## config.mk

```make
export PLATFORM = sky130hd
export DESIGN_NAME = keypad_seq_lock_flat
export DESIGN_NICKNAME = d
export VERILOG_FILES = /design/src/rtl/keypad_seq_lock_pkg.sv /design/src/rtl/keypad_seq_lock_if.sv /design/src/rtl/keypad_seq_lock_key_encoder.sv /design/src/rtl/keypad_seq_lock.sv /design/src/flat_wrapper.sv
export SDC_FILE = /design/constraint.sdc
export NUM_CORES = 1
export LEC_CHECK = 0
export ABC_AREA = 1
export CAP_MARGIN = 20
export CORE_AREA = 2 2 87 89
export DETAILED_ROUTE_END_ITERATION = 10
export DIE_AREA = 0 0 89 91
export PLACE_DENSITY = 0.74
export SLEW_MARGIN = 20
export SYNTH_ARGS = -nofsm -noshare
export SYNTH_HDL_FRONTEND = slang
export SYNTH_HIERARCHICAL = 1
export SYNTH_SLANG_ARGS = --single-unit
```

## constraint.sdc

```tcl
create_clock -name i_hwclk -period 1.7 [get_ports i_hwclk]
set_input_delay 0.34 -clock i_hwclk [delete_from_list [all_inputs] [get_ports i_hwclk]]
set_output_delay 0.34 -clock i_hwclk [all_outputs]
set_load 0.02 [all_outputs]
```

## src/rtl/keypad_seq_lock_pkg.sv

```systemverilog
// Shared types and helpers for the keypad sequence lock.
// KEYPAD_SEQ_PROG_EN adds the PROG state used for runtime pattern programming.
package keypad_seq_lock_pkg;

`ifdef KEYPAD_SEQ_PROG_EN
  typedef enum logic [1:0] {StIdle, StEntry, StOpen, StProg} state_e;
`else
  typedef enum logic [1:0] {StIdle, StEntry, StOpen} state_e;
`endif

  // Width of a counter that must hold values 0..max_val.
  function automatic int unsigned cnt_w(input int unsigned max_val);
    return (max_val < 1) ? 1 : $clog2(max_val + 1);
  endfunction

endpackage

```

## src/rtl/keypad_seq_lock_if.sv

```systemverilog
// Keypad-side and status signals of the sequence lock.
// KEYPAD_SEQ_PROG_EN adds the prog_req / prog_done pair.
interface keypad_seq_lock_if #(
  parameter int unsigned NUM_KEYS = 4,
  parameter int unsigned KEY_W    = 2,
  parameter int unsigned PROG_W   = 3
);
  logic [NUM_KEYS-1:0] press;
  logic                unlocked;
  logic                match;
  logic                error;
  logic [PROG_W-1:0]   progress;
  logic [KEY_W-1:0]    last_key;
`ifdef KEYPAD_SEQ_PROG_EN
  logic                prog_req;
  logic                prog_done;

  modport master (
    output press, prog_req,
    input  unlocked, match, error, progress, last_key, prog_done
  );
  modport slave (
    input  press, prog_req,
    output unlocked, match, error, progress, last_key, prog_done
  );
`else
  modport master (
    output press,
    input  unlocked, match, error, progress, last_key
  );
  modport slave (
    input  press,
    output unlocked, match, error, progress, last_key
  );
`endif
endinterface

```

## src/rtl/keypad_seq_lock_key_encoder.sv

```systemverilog
// Combinational press decoder: one bit set is a valid key, two or more is a multi-press.
module keypad_seq_lock_key_encoder #(
  parameter int unsigned NUM_KEYS = 4,
  parameter int unsigned KEY_W    = 2
) (
  input  logic [NUM_KEYS-1:0] i_press,
  output logic                o_valid,
  output logic                o_multi,
  output logic [KEY_W-1:0]    o_code
);
  logic w_seen;

  always_comb begin
    w_seen  = 1'b0;
    o_multi = 1'b0;
    o_code  = '0;
    for (int k = 0; k < NUM_KEYS; k++) begin
      if (i_press[k]) begin
        if (w_seen) o_multi = 1'b1;
        w_seen = 1'b1;
        o_code = KEY_W'(k);
      end
    end
  end

  assign o_valid = w_seen & ~o_multi;
endmodule

```

## src/rtl/keypad_seq_lock.sv

```systemverilog
// Sliding-window keypad combination lock with entry timeout and timed unlock hold.
// Define KEYPAD_SEQ_PROG_EN to make the pattern reprogrammable through prog_req.
module keypad_seq_lock
  import keypad_seq_lock_pkg::*;
#(
  parameter int unsigned                 NUM_KEYS       = 4,
  parameter int unsigned                 SEQ_LEN        = 4,
  parameter int unsigned                 KEY_W          = 2,
  parameter logic [SEQ_LEN*KEY_W-1:0]    SEQ_PATTERN    = 8'b00010001,
  parameter int unsigned                 TIMEOUT_CYCLES = 12_000_000,
  parameter int unsigned                 HOLD_CYCLES    = 36_000_000
) (
  input logic              i_hwclk,
  input logic              i_rst,
  keypad_seq_lock_if.slave io_kp
);
  localparam int unsigned HistW  = SEQ_LEN * KEY_W;
  localparam int unsigned ProgW  = cnt_w(SEQ_LEN);
  localparam int unsigned IdleW  = cnt_w(TIMEOUT_CYCLES - 1);
  localparam int unsigned HoldW  = cnt_w(HOLD_CYCLES - 1);
  localparam logic [ProgW-1:0] FillMax = ProgW'(SEQ_LEN);
  localparam logic [IdleW-1:0] IdleMax = IdleW'(TIMEOUT_CYCLES - 1);
  localparam logic [HoldW-1:0] HoldMax = HoldW'(HOLD_CYCLES - 1);

  state_e             r_state, w_state_d;
  logic [HistW-1:0]   r_hist, w_hist_d, w_hist_shift, w_pattern;
  logic [ProgW-1:0]   r_fill, w_fill_d, w_fill_inc;
  logic [IdleW-1:0]   r_idle_cnt, w_idle_d;
  logic [HoldW-1:0]   r_hold_cnt, w_hold_d;
  logic [KEY_W-1:0]   r_last_key, w_last_key_d;
  logic               r_match, w_match_d;
  logic               r_error, w_error_d;
  logic               w_valid, w_multi;
  logic [KEY_W-1:0]   w_code;

  keypad_seq_lock_key_encoder #(
    .NUM_KEYS (NUM_KEYS),
    .KEY_W    (KEY_W)
  ) u_key_encoder (
    .i_press (io_kp.press),
    .o_valid (w_valid),
    .o_multi (w_multi),
    .o_code  (w_code)
  );

  // Newest key enters the top element; element 0 ends up holding the oldest.
  assign w_hist_shift = HistW'({w_code, r_hist} >> KEY_W);
  assign w_fill_inc   = (r_fill == FillMax) ? r_fill : r_fill + 1'b1;

`ifdef KEYPAD_SEQ_PROG_EN
  logic [HistW-1:0] r_pattern, w_pattern_d;
  logic             r_prog_done, w_prog_done_d;
  assign w_pattern       = r_pattern;
  assign io_kp.prog_done = r_prog_done;
`else
  assign w_pattern = SEQ_PATTERN;
`endif

  always_comb begin
    w_state_d    = r_state;
    w_hist_d     = r_hist;
    w_fill_d     = r_fill;
    w_idle_d     = r_idle_cnt;
    w_hold_d     = r_hold_cnt;
    w_last_key_d = r_last_key;
    w_match_d    = 1'b0;
    w_error_d    = 1'b0;
`ifdef KEYPAD_SEQ_PROG_EN
    w_pattern_d   = r_pattern;
    w_prog_done_d = 1'b0;
`endif
    unique case (r_state)
      StIdle, StEntry: begin
`ifdef KEYPAD_SEQ_PROG_EN
        if (io_kp.prog_req) begin
          w_state_d = StProg;
          w_hist_d  = '0;
          w_fill_d  = '0;
          w_idle_d  = '0;
        end else
`endif
        if (w_multi) begin
          w_error_d = 1'b1;
          w_state_d = StIdle;
          w_hist_d  = '0;
          w_fill_d  = '0;
          w_idle_d  = '0;
        end else if (w_valid) begin
          w_last_key_d = w_code;
          w_idle_d     = '0;
          if (w_fill_inc == FillMax && w_hist_shift == w_pattern) begin
            w_match_d = 1'b1;
            w_state_d = StOpen;
            w_hist_d  = '0;
            w_fill_d  = '0;
            w_hold_d  = '0;
          end else begin
            w_state_d = StEntry;
            w_hist_d  = w_hist_shift;
            w_fill_d  = w_fill_inc;
          end
        end else if (r_state == StEntry) begin
          if (r_idle_cnt == IdleMax) begin
            w_error_d = 1'b1;
            w_state_d = StIdle;
            w_hist_d  = '0;
            w_fill_d  = '0;
            w_idle_d  = '0;
          end else begin
            w_idle_d = r_idle_cnt + 1'b1;
          end
        end
      end
      StOpen: begin
        if (r_hold_cnt == HoldMax) begin
          w_state_d = StIdle;
          w_hold_d  = '0;
        end else begin
          w_hold_d = r_hold_cnt + 1'b1;
        end
      end
`ifdef KEYPAD_SEQ_PROG_EN
      // r_hist doubles as the shadow register while programming.
      StProg: begin
        if (w_multi || (!w_valid && r_idle_cnt == IdleMax)) begin
          w_error_d = 1'b1;
          w_state_d = StIdle;
          w_hist_d  = '0;
          w_fill_d  = '0;
          w_idle_d  = '0;
        end else if (w_valid) begin
          w_last_key_d = w_code;
          w_idle_d     = '0;
          if (w_fill_inc == FillMax) begin
            w_pattern_d   = w_hist_shift;
            w_prog_done_d = 1'b1;
            w_state_d     = StIdle;
            w_hist_d      = '0;
            w_fill_d      = '0;
          end else begin
            w_hist_d = w_hist_shift;
            w_fill_d = w_fill_inc;
          end
        end else begin
          w_idle_d = r_idle_cnt + 1'b1;
        end
      end
`endif
      default: w_state_d = StIdle;
    endcase
  end

  always_ff @(posedge i_hwclk) begin
    if (i_rst) begin
      r_state    <= StIdle;
      r_hist     <= '0;
      r_fill     <= '0;
      r_idle_cnt <= '0;
      r_hold_cnt <= '0;
      r_last_key <= '0;
      r_match    <= 1'b0;
      r_error    <= 1'b0;
`ifdef KEYPAD_SEQ_PROG_EN
      r_pattern   <= SEQ_PATTERN;
      r_prog_done <= 1'b0;
`endif
    end else begin
      r_state    <= w_state_d;
      r_hist     <= w_hist_d;
      r_fill     <= w_fill_d;
      r_idle_cnt <= w_idle_d;
      r_hold_cnt <= w_hold_d;
      r_last_key <= w_last_key_d;
      r_match    <= w_match_d;
      r_error    <= w_error_d;
`ifdef KEYPAD_SEQ_PROG_EN
      r_pattern   <= w_pattern_d;
      r_prog_done <= w_prog_done_d;
`endif
    end
  end

  assign io_kp.unlocked = (r_state == StOpen);
  assign io_kp.match    = r_match;
  assign io_kp.error    = r_error;
  assign io_kp.progress = r_fill;
  assign io_kp.last_key = r_last_key;
endmodule
```

## src/flat_wrapper.sv

```systemverilog
// flat-port wrapper written by rule: the top's interface ports become plain ports
module keypad_seq_lock_flat import keypad_seq_lock_pkg::*;
#(
  parameter int unsigned                 NUM_KEYS       = 4,
  parameter int unsigned                 SEQ_LEN        = 4,
  parameter int unsigned                 KEY_W          = 2,
  parameter logic [SEQ_LEN*KEY_W-1:0]    SEQ_PATTERN    = 8'b00010001,
  parameter int unsigned                 TIMEOUT_CYCLES = 12_000_000,
  parameter int unsigned                 HOLD_CYCLES    = 36_000_000
)
  (i_hwclk, i_rst, io_kp_press, io_kp_unlocked, io_kp_match, io_kp_error, io_kp_progress, io_kp_last_key);
  keypad_seq_lock_if #(.NUM_KEYS(NUM_KEYS), .KEY_W(KEY_W)) io_kp_i ();
  input logic i_hwclk;
  input logic i_rst;
  input wire logic [$bits(io_kp_i.press)-1:0] io_kp_press;
  output wire logic [$bits(io_kp_i.unlocked)-1:0] io_kp_unlocked;
  output wire logic [$bits(io_kp_i.match)-1:0] io_kp_match;
  output wire logic [$bits(io_kp_i.error)-1:0] io_kp_error;
  output wire logic [$bits(io_kp_i.progress)-1:0] io_kp_progress;
  output wire logic [$bits(io_kp_i.last_key)-1:0] io_kp_last_key;
  assign io_kp_i.press = io_kp_press;
  assign io_kp_unlocked = io_kp_i.unlocked;
  assign io_kp_match = io_kp_i.match;
  assign io_kp_error = io_kp_i.error;
  assign io_kp_progress = io_kp_i.progress;
  assign io_kp_last_key = io_kp_i.last_key;
  keypad_seq_lock #(.NUM_KEYS(NUM_KEYS), .SEQ_LEN(SEQ_LEN), .KEY_W(KEY_W), .SEQ_PATTERN(SEQ_PATTERN), .TIMEOUT_CYCLES(TIMEOUT_CYCLES), .HOLD_CYCLES(HOLD_CYCLES)) u_core (.i_hwclk(i_hwclk), .i_rst(i_rst), .io_kp(io_kp_i));
endmodule
```

## Word level (Yosys, flattened, before mapping)

Cells that the tools add are included.

- $add $sub $neg: 3
- Multipliers: 0
- Div/mod/pow operators: 0
- Magnitude comparators: 0
- Eq/ne operators: 13
- Shift operators: 0
- Mux-type cells: 45
- Bitwise operators: 4
- Reductions and logical operators: 13

Operators by type and width:

| cell | number |
|---|---|
| 26-bit 2-to-1 mux | 4 |
| 24-bit 2-to-1 mux | 4 |
| 26-bit case mux with 2 select lines | 1 |
| 8-bit 2-to-1 mux | 5 |
| 26-bit by 1-bit adder with 26-bit output, second input constant | 1 |
| 26-bit equality test, second input constant | 1 |
| 24-bit by 1-bit adder with 24-bit output, second input constant | 1 |
| 24-bit equality test, second input constant | 1 |
| 3-bit 2-to-1 mux | 6 |
| 1-bit 2-to-1 mux | 16 |
| 2-bit 2-to-1 mux | 8 |
| 3-bit AND reduction | 3 |
| 8-bit by 5-bit equality test with 1-bit output, second input constant | 1 |
| 4-bit by 3-bit inequality test with 1-bit output, second input constant | 2 |
| 3-bit equality test, second input constant | 2 |
| 3-bit nonzero test | 2 |
| 2-bit by 1-bit inequality test with 1-bit output, second input constant | 2 |
| 2-bit inequality test, second input constant | 2 |
| 2-bit case mux with 2 select lines | 1 |
| 4-bit AND reduction | 1 |
| 2-bit OR reduction | 2 |
| 4-bit OR reduction | 1 |
| 3-bit by 1-bit adder with 3-bit output, second input constant | 1 |
| 1-bit inverter | 3 |
| 7 further kinds | 7 |

- Register bits: 67
- Bits in latches: 0
- RAM bits: 0
- Memory bits (read-only): 0
- Bits of input ports: 6
- Logic and storage cells: 86
- Memories kept: 0

## Logic depth before layout (Yosys ltp)

- Word-level depth: 12
- Mapped depth: 13
- Gate-level depth less buffers: 13

## Hierarchy

Netlist, hierarchy kept.

Modules (own cells, without submodules):

| module | times used | cells each | area an instance (µm²) | seq. area each (µm²) |
|---|---|---|---|---|
| keypad_seq_lock | 1 | 583 | 3754.9 | 1301.2 |
| keypad_seq_lock_key_encoder | 1 | 15 | 75.1 | 0.0 |

## Least setup slack after synthesis

Ideal clock, no wire load.

- Kind: register -> register
- From: register u_core.r_fill[0], in the netlist u_core/io_kp.progress[0]
- To: register u_core.r_hold_cnt[18]
- Library setup time: 0.132 ns
- Arrival time: 1.644 ns
- Required time: 1.568 ns
- Setup slack: -0.076 ns
- Cell stages (with the launch flop): 10
- Clock period less this slack: 1.776 ns
- Cells stage by stage: dfxtp_1 -> inv_1 -> ha_1 -> inv_1 -> nand3b_1 -> nor2_1 -> nand3_2 -> buf_4 -> nand3_1 -> a21oi_1

- Longest elaborated chain between the ends: 6
- Elaborated cells between the ends (all ways): 7
- Classes of those cells: 1 x add/sub; 3 x eq/ne; 1 x mux; 2 x reduce/logical

RTL lines:

| what | RTL line | text |
|---|---|---|
| start, declared | keypad_seq_lock.sv:27 | `logic [ProgW-1:0] r_fill, w_fill_d, w_fill_inc;` |
| start signal, assigned | keypad_seq_lock.sv:170 | `r_fill <= w_fill_d;` |
| 3-bit by 1-bit adder with 3-bit output / 3-bit equality test (equally long branches) | keypad_seq_lock.sv:48 | `assign w_fill_inc = (r_fill == FillMax) ? r_fill : r_fill + 1'b1;` |
| 3-bit 2-to-1 mux (*) | keypad_seq_lock.sv:48 |  |
| 3-bit equality test (*) | keypad_seq_lock.sv:91 | `if (w_fill_inc == FillMax && w_hist_shift == w_pattern) begin` |
| 1-bit logical AND (*) | keypad_seq_lock.sv:91 |  |
| 2-bit by 1-bit inequality test with 1-bit output (no source line) (*) | n/a |  |
| 4-bit AND reduction (no source line) (*) | n/a |  |
| end signal, assigned | keypad_seq_lock.sv:172 | `r_hold_cnt <= w_hold_d;` |
| end, declared | keypad_seq_lock.sv:29 | `logic [HoldW-1:0] r_hold_cnt, w_hold_d;` |

Mark *: on every way between the ends. The rest lies on a longest branch, timed or not.
A chain may end at the register's enable or synchronous reset.

## Worst setup path after layout

- From: register u_core.r_last_key[1], in the netlist u_core/io_kp.last_key[1]
- To: output port io_kp_last_key[1]

RTL lines:

| what | RTL line | text |
|---|---|---|
| start, declared | keypad_seq_lock.sv:30 | `logic [KEY_W-1:0] r_last_key, w_last_key_d;` |
| start signal, assigned | keypad_seq_lock.sv:173 | `r_last_key <= w_last_key_d;` |
| end, declared | flat_wrapper.sv:20 | `output wire logic [$bits(io_kp_i.last_key)-1:0] io_kp_last_key;` |

No word-level cell between the ends.

==> Implementation_results.wiki <==
{| class="wikitable"
! Metric !! Value
|-
| Internal power contribution || 2.65 mW
|-
| Share of total power in combinational logic || 8.5%
|-
| Arrival time at the worst endpoint || 1.30 ns
|-
| First-pass GRT wire length || 16000 µm
|-
| GRT Overall Usage || 24.5%
|-
| Average size of a mapped cell || 6.40 µm²
|-
| Half-perimeter wire length after detailed placement || 6560 µm
|-
| Required time of the worst setup path || 1.36 ns
|-
| Pre-antenna DRT Iters || 5
|-
| Count of buffer and inverter cells on the critical path || 1
|-
| Root buffer selected by CTS || sky130_fd_sc_hd__clkbuf_8
|-
| Cells along the critical path || clkdlybuf4s50_1
|-
| Layout Area Growth over Synthesis || 24.4%
|-
| Number of pins with negative max-slew slack in the final report || 0
|-
| Most common cell after layout, fill and taps aside || sky130_fd_sc_hd__nand2_1
|-
| RSZ-0062 raised after global routing || yes
|-
| Worst-case vdd ir drop || 0.441 mV
|-
| Effective utilization at floorplan || 53.7%
|-
| Sequential element share of the synthesized area || 34.0%
|-
| Filler cell count in the final layout || 623
|-
| Leakage power figure || 1.82 nW
|-
| CTS max path bufs || 2
|-
| Most frequent cells in the layout || sky130_fd_sc_hd__nand2_1 (147), sky130_fd_sc_hd__nor2_1 (81), sky130_fd_sc_hd__nand3_1 (69)
|-
| Post-synthesis cell area || 3830 µm²
|-
| Run status || completed
|-
| H-tree depth || 3
|-
| Hold-fix buffers, CTS || 0
|-
| Area of the core || 7140 µm²
|-
| Crit-path slowest cell || sky130_fd_sc_hd__clkdlybuf4s50_1
|-
| Peak fanout along the critical path || 2
|-
| CTS tree || built
|-
| Initial DRC Count || 269
|-
| Critical path's largest stage delay || 0.61 ns
|-
| Power share of the clock group || 47.1%
|-
| Worst-case headroom to the max-slew limit || 73.0%
|-
| Synthesis-stage register bit count || 65
|-
| Cell variety after synth || 33
|-
| Number of sinks on the clock net || 65
|-
| Placer's final routability congestion estimate || 0.919
|-
| Hold violation count in the final report || 0
|-
| Sequential group share of total power || 44.4%
|-
| Die height || 91 µm
|-
| Crit path kind || reg2out
|-
| Synthesized Nets || 608
|-
| Total net switching power || 819 µW
|-
| Fin cells || 757
|-
| Setup-violating endpoint count in the final report || 0
|-
| FMAX || 609 MHz
|-
| Detailed-route wire length per cell || 13.3 µm
|-
| Pin count of the biggest net entering global routing || 29
|-
| Via count of the first global-routing pass || 3589
|-
| Boundary pin count || 14
|-
| Hold path startpoint || u_core/r_idle_cnt[21]$_SDFFE_PP0P_
|-
| Total length of routed wires || 10100 µm
|-
| Kind of start point of the critical path || register
|-
| TritonCTS Buffers || 9
|-
| Clock-pin slew of the registers on the worst-case setup and hold paths || 0.08 ns
|-
| Number of enable flip-flop cells after synthesis || 0
|-
| Number of gates on the worst path with buffers counted || 1
|-
| Power Density || 729 nW/µm²
|-
| Total congestion overflow after global routing || 0
|-
| DRT antenna net count || 0
|-
| Number of cells on the worst reg-to-reg path || 10
|-
| Worst Max-Slew Pin Slew || 0.401 ns
|-
| Min-Delay Path Depth || 2
|-
| Worst path top cell family by delay || buffers and inverters
|-
| NumNets Final || 663
|-
| Die outline width || 89 µm
|-
| Later-pin clock latency in the skew report || 0.35 ns
|-
| Yosys Warn Count || 6
|-
| Element type at the critical path end || primary output
|-
| # diodes || 0
|-
| Row Count || 31
|-
| Total number of vias || 4074
|-
| Worst reg2reg path startpoint || u_core/io_kp.progress[0]$_SDFFE_PP0P_
|-
| Worst reg-to-reg setup slack || 0.10 ns
|-
| DIE AREA || 8100 µm²
|-
| Dpl cells || 730
|-
| Average vias per placed instance || 5.38
|-
| Number of antenna violations at the first check in global routing || 0
|-
| Post-Syn Instances || 598
|-
| Switching Share || 23.6%
|-
| Tmin final || 1.64 ns
|-
| Final Cycle Share || 96.6%
|-
| Class of the most critical hold timing path || reg2reg
|-
| Share of post-route cells with drive strength above 1 || 19.9%
|-
| Number of port buffers || 13
|-
| Maximum Capacitance Violations || 0
|-
| Power after layout || 3.47 mW
|-
| Skew final || 0.0119 ns
|-
| First element of the critical path || u_core/io_kp.last_key[1]$_SDFFE_PP0P_
|-
| Residual DRC count || 0
|-
| Predominant post-synthesis flop cell || sky130_fd_sc_hd__dfxtp_1
|-
| Proportion of register bits with asynchronous set or reset after synthesis || 0%
|}
[synth_stat cells, types with 3 or more instances]
cell                       instances  area (µm²)
sky130_fd_sc_hd__or2_2             8        50.1
sky130_fd_sc_hd__clkbuf_1          7        26.3
sky130_fd_sc_hd__nand2_2           7        43.8
sky130_fd_sc_hd__nand3b_1          4        30.0
sky130_fd_sc_hd__a21oi_1          32         160
sky130_fd_sc_hd__inv_1            66         248
sky130_fd_sc_hd__nand3_1          72         360
sky130_fd_sc_hd__nor2_4            4        45.0
sky130_fd_sc_hd__nand4_1          13        81.3
sky130_fd_sc_hd__ha_1              4        50.1
sky130_fd_sc_hd__dfxtp_1          65        1300
sky130_fd_sc_hd__xor2_1            8        70.1
sky130_fd_sc_hd__o21ai_1           5        25.0
sky130_fd_sc_hd__o21ai_0          12        60.1
sky130_fd_sc_hd__inv_2             7        26.3
sky130_fd_sc_hd__o21bai_1          3        22.5
sky130_fd_sc_hd__nor2_1           88         330
sky130_fd_sc_hd__buf_6             5        56.3
sky130_fd_sc_hd__nand2_1         151         567
sky130_fd_sc_hd__nor2_2            8        50.1
sky130_fd_sc_hd__nand3_2           7        70.1
sky130_fd_sc_hd__nor3_1            8        40.0
[flip-flops by register name (all words and copies together) (netlist names)]
register	count
u_core/io_kp.last_key	2
u_core/io_kp.error	1
u_core/r_idle_cnt	24
u_core/io_kp.progress	3
u_core/r_hist	6
u_core/r_state	2
u_core/io_kp.match	1
u_core/r_hold_cnt	26
[timing repair]
item,CTS,global route
cloned,0,3
gates resized for setup,14,43
setup buffers,4,4
pin swaps,3,17
setup endpoints to repair,61,56
[per-stage QoR]
| stage | worst slack, ns | hold WS [ns] | TNS [ns] | utilization (%) | instance area, µm² |
|---|---|---|---|---|---|
| finish | 0.0571 | 0.469 | 0 | 66.7 | 4760 |
| global route | -0.0262 | 0.493 | -0.0564 | 66.7 | 4760 |
| CTS | 0.0312 | 0.477 | 0 | 63.6 | 4540 |
| detailed placement | -0.596 | 0.459 | -26.41 | 59.7 | 4260 |
| global placement | -0.499 | 0.452 | -22.69 | 59.7 | 4260 |
| floorplan | 0.00624 | 0.443 | 0 | - | 3830 |
[routing by layer]
| layer | up-vias | track usage [%] | share of wire [%] |
|---|---|---|---|
| li1 | 2022 | - | - |
| met3 | 25 | 5.00 | 5.7 |
| met2 | 147 | 40.2 | 49 |
| met5 | - | 0 | 0 |
| met1 | 1880 | 31.4 | 43 |
| met4 | 0 | 8.96 | 2.2 |
[kinds of logic after synthesis]
| logic type | after synthesis | synth area share (%) |
|---|---|---|
| and+or+nand+nor | 372 | 44.0 |
| buffers and inverters | 88 | 9.74 |
| DFF | 65 | 34.0 |
| AOI/OAI and AO/OA | 58 | 8.43 |
| xor gates and xnor gates | 10 | 2.29 |
| adders and majority gates | 4 | 1.31 |
| muxes | 1 | 0.261 |
[area by class of cell]
cell class / count / area [µm²] / area share [%]
Clock buffer: 10 / 128 / 2.68
Timing Repair Buffer: 58 / 531 / 11.1
Clock inverter: 6 / 115 / 2.42
Multi-Input combinational cell: 445 / 2280 / 47.8
Inverter: 74 / 283 / 5.94
Tap cell: 99 / 124 / 2.60
Sequential cell: 65 / 1310 / 27.4
[worst paths after layout]
path / to
setup reg to reg: u_core/r_hold_cnt[2]$_SDFFE_PP0P_
setup / recovery: io_kp_last_key[1]
hold / removal: u_core/r_idle_cnt[21]$_SDFFE_PP0P_
hold reg to reg: u_core/r_idle_cnt[21]$_SDFFE_PP0P_
[power groups by stage]
stage               Combinational [mW]  Clock [mW]  Sequential [mW]
floorplan                        0.125           0             1.58
global placement                 0.218           0             1.58
detailed placement               0.222           0             1.58
CTS                              0.237        1.66             1.54
global route                     0.316        1.72             1.54
finish                           0.295        1.63             1.54
Note: power is estimated with default switching activity, not from simulation.
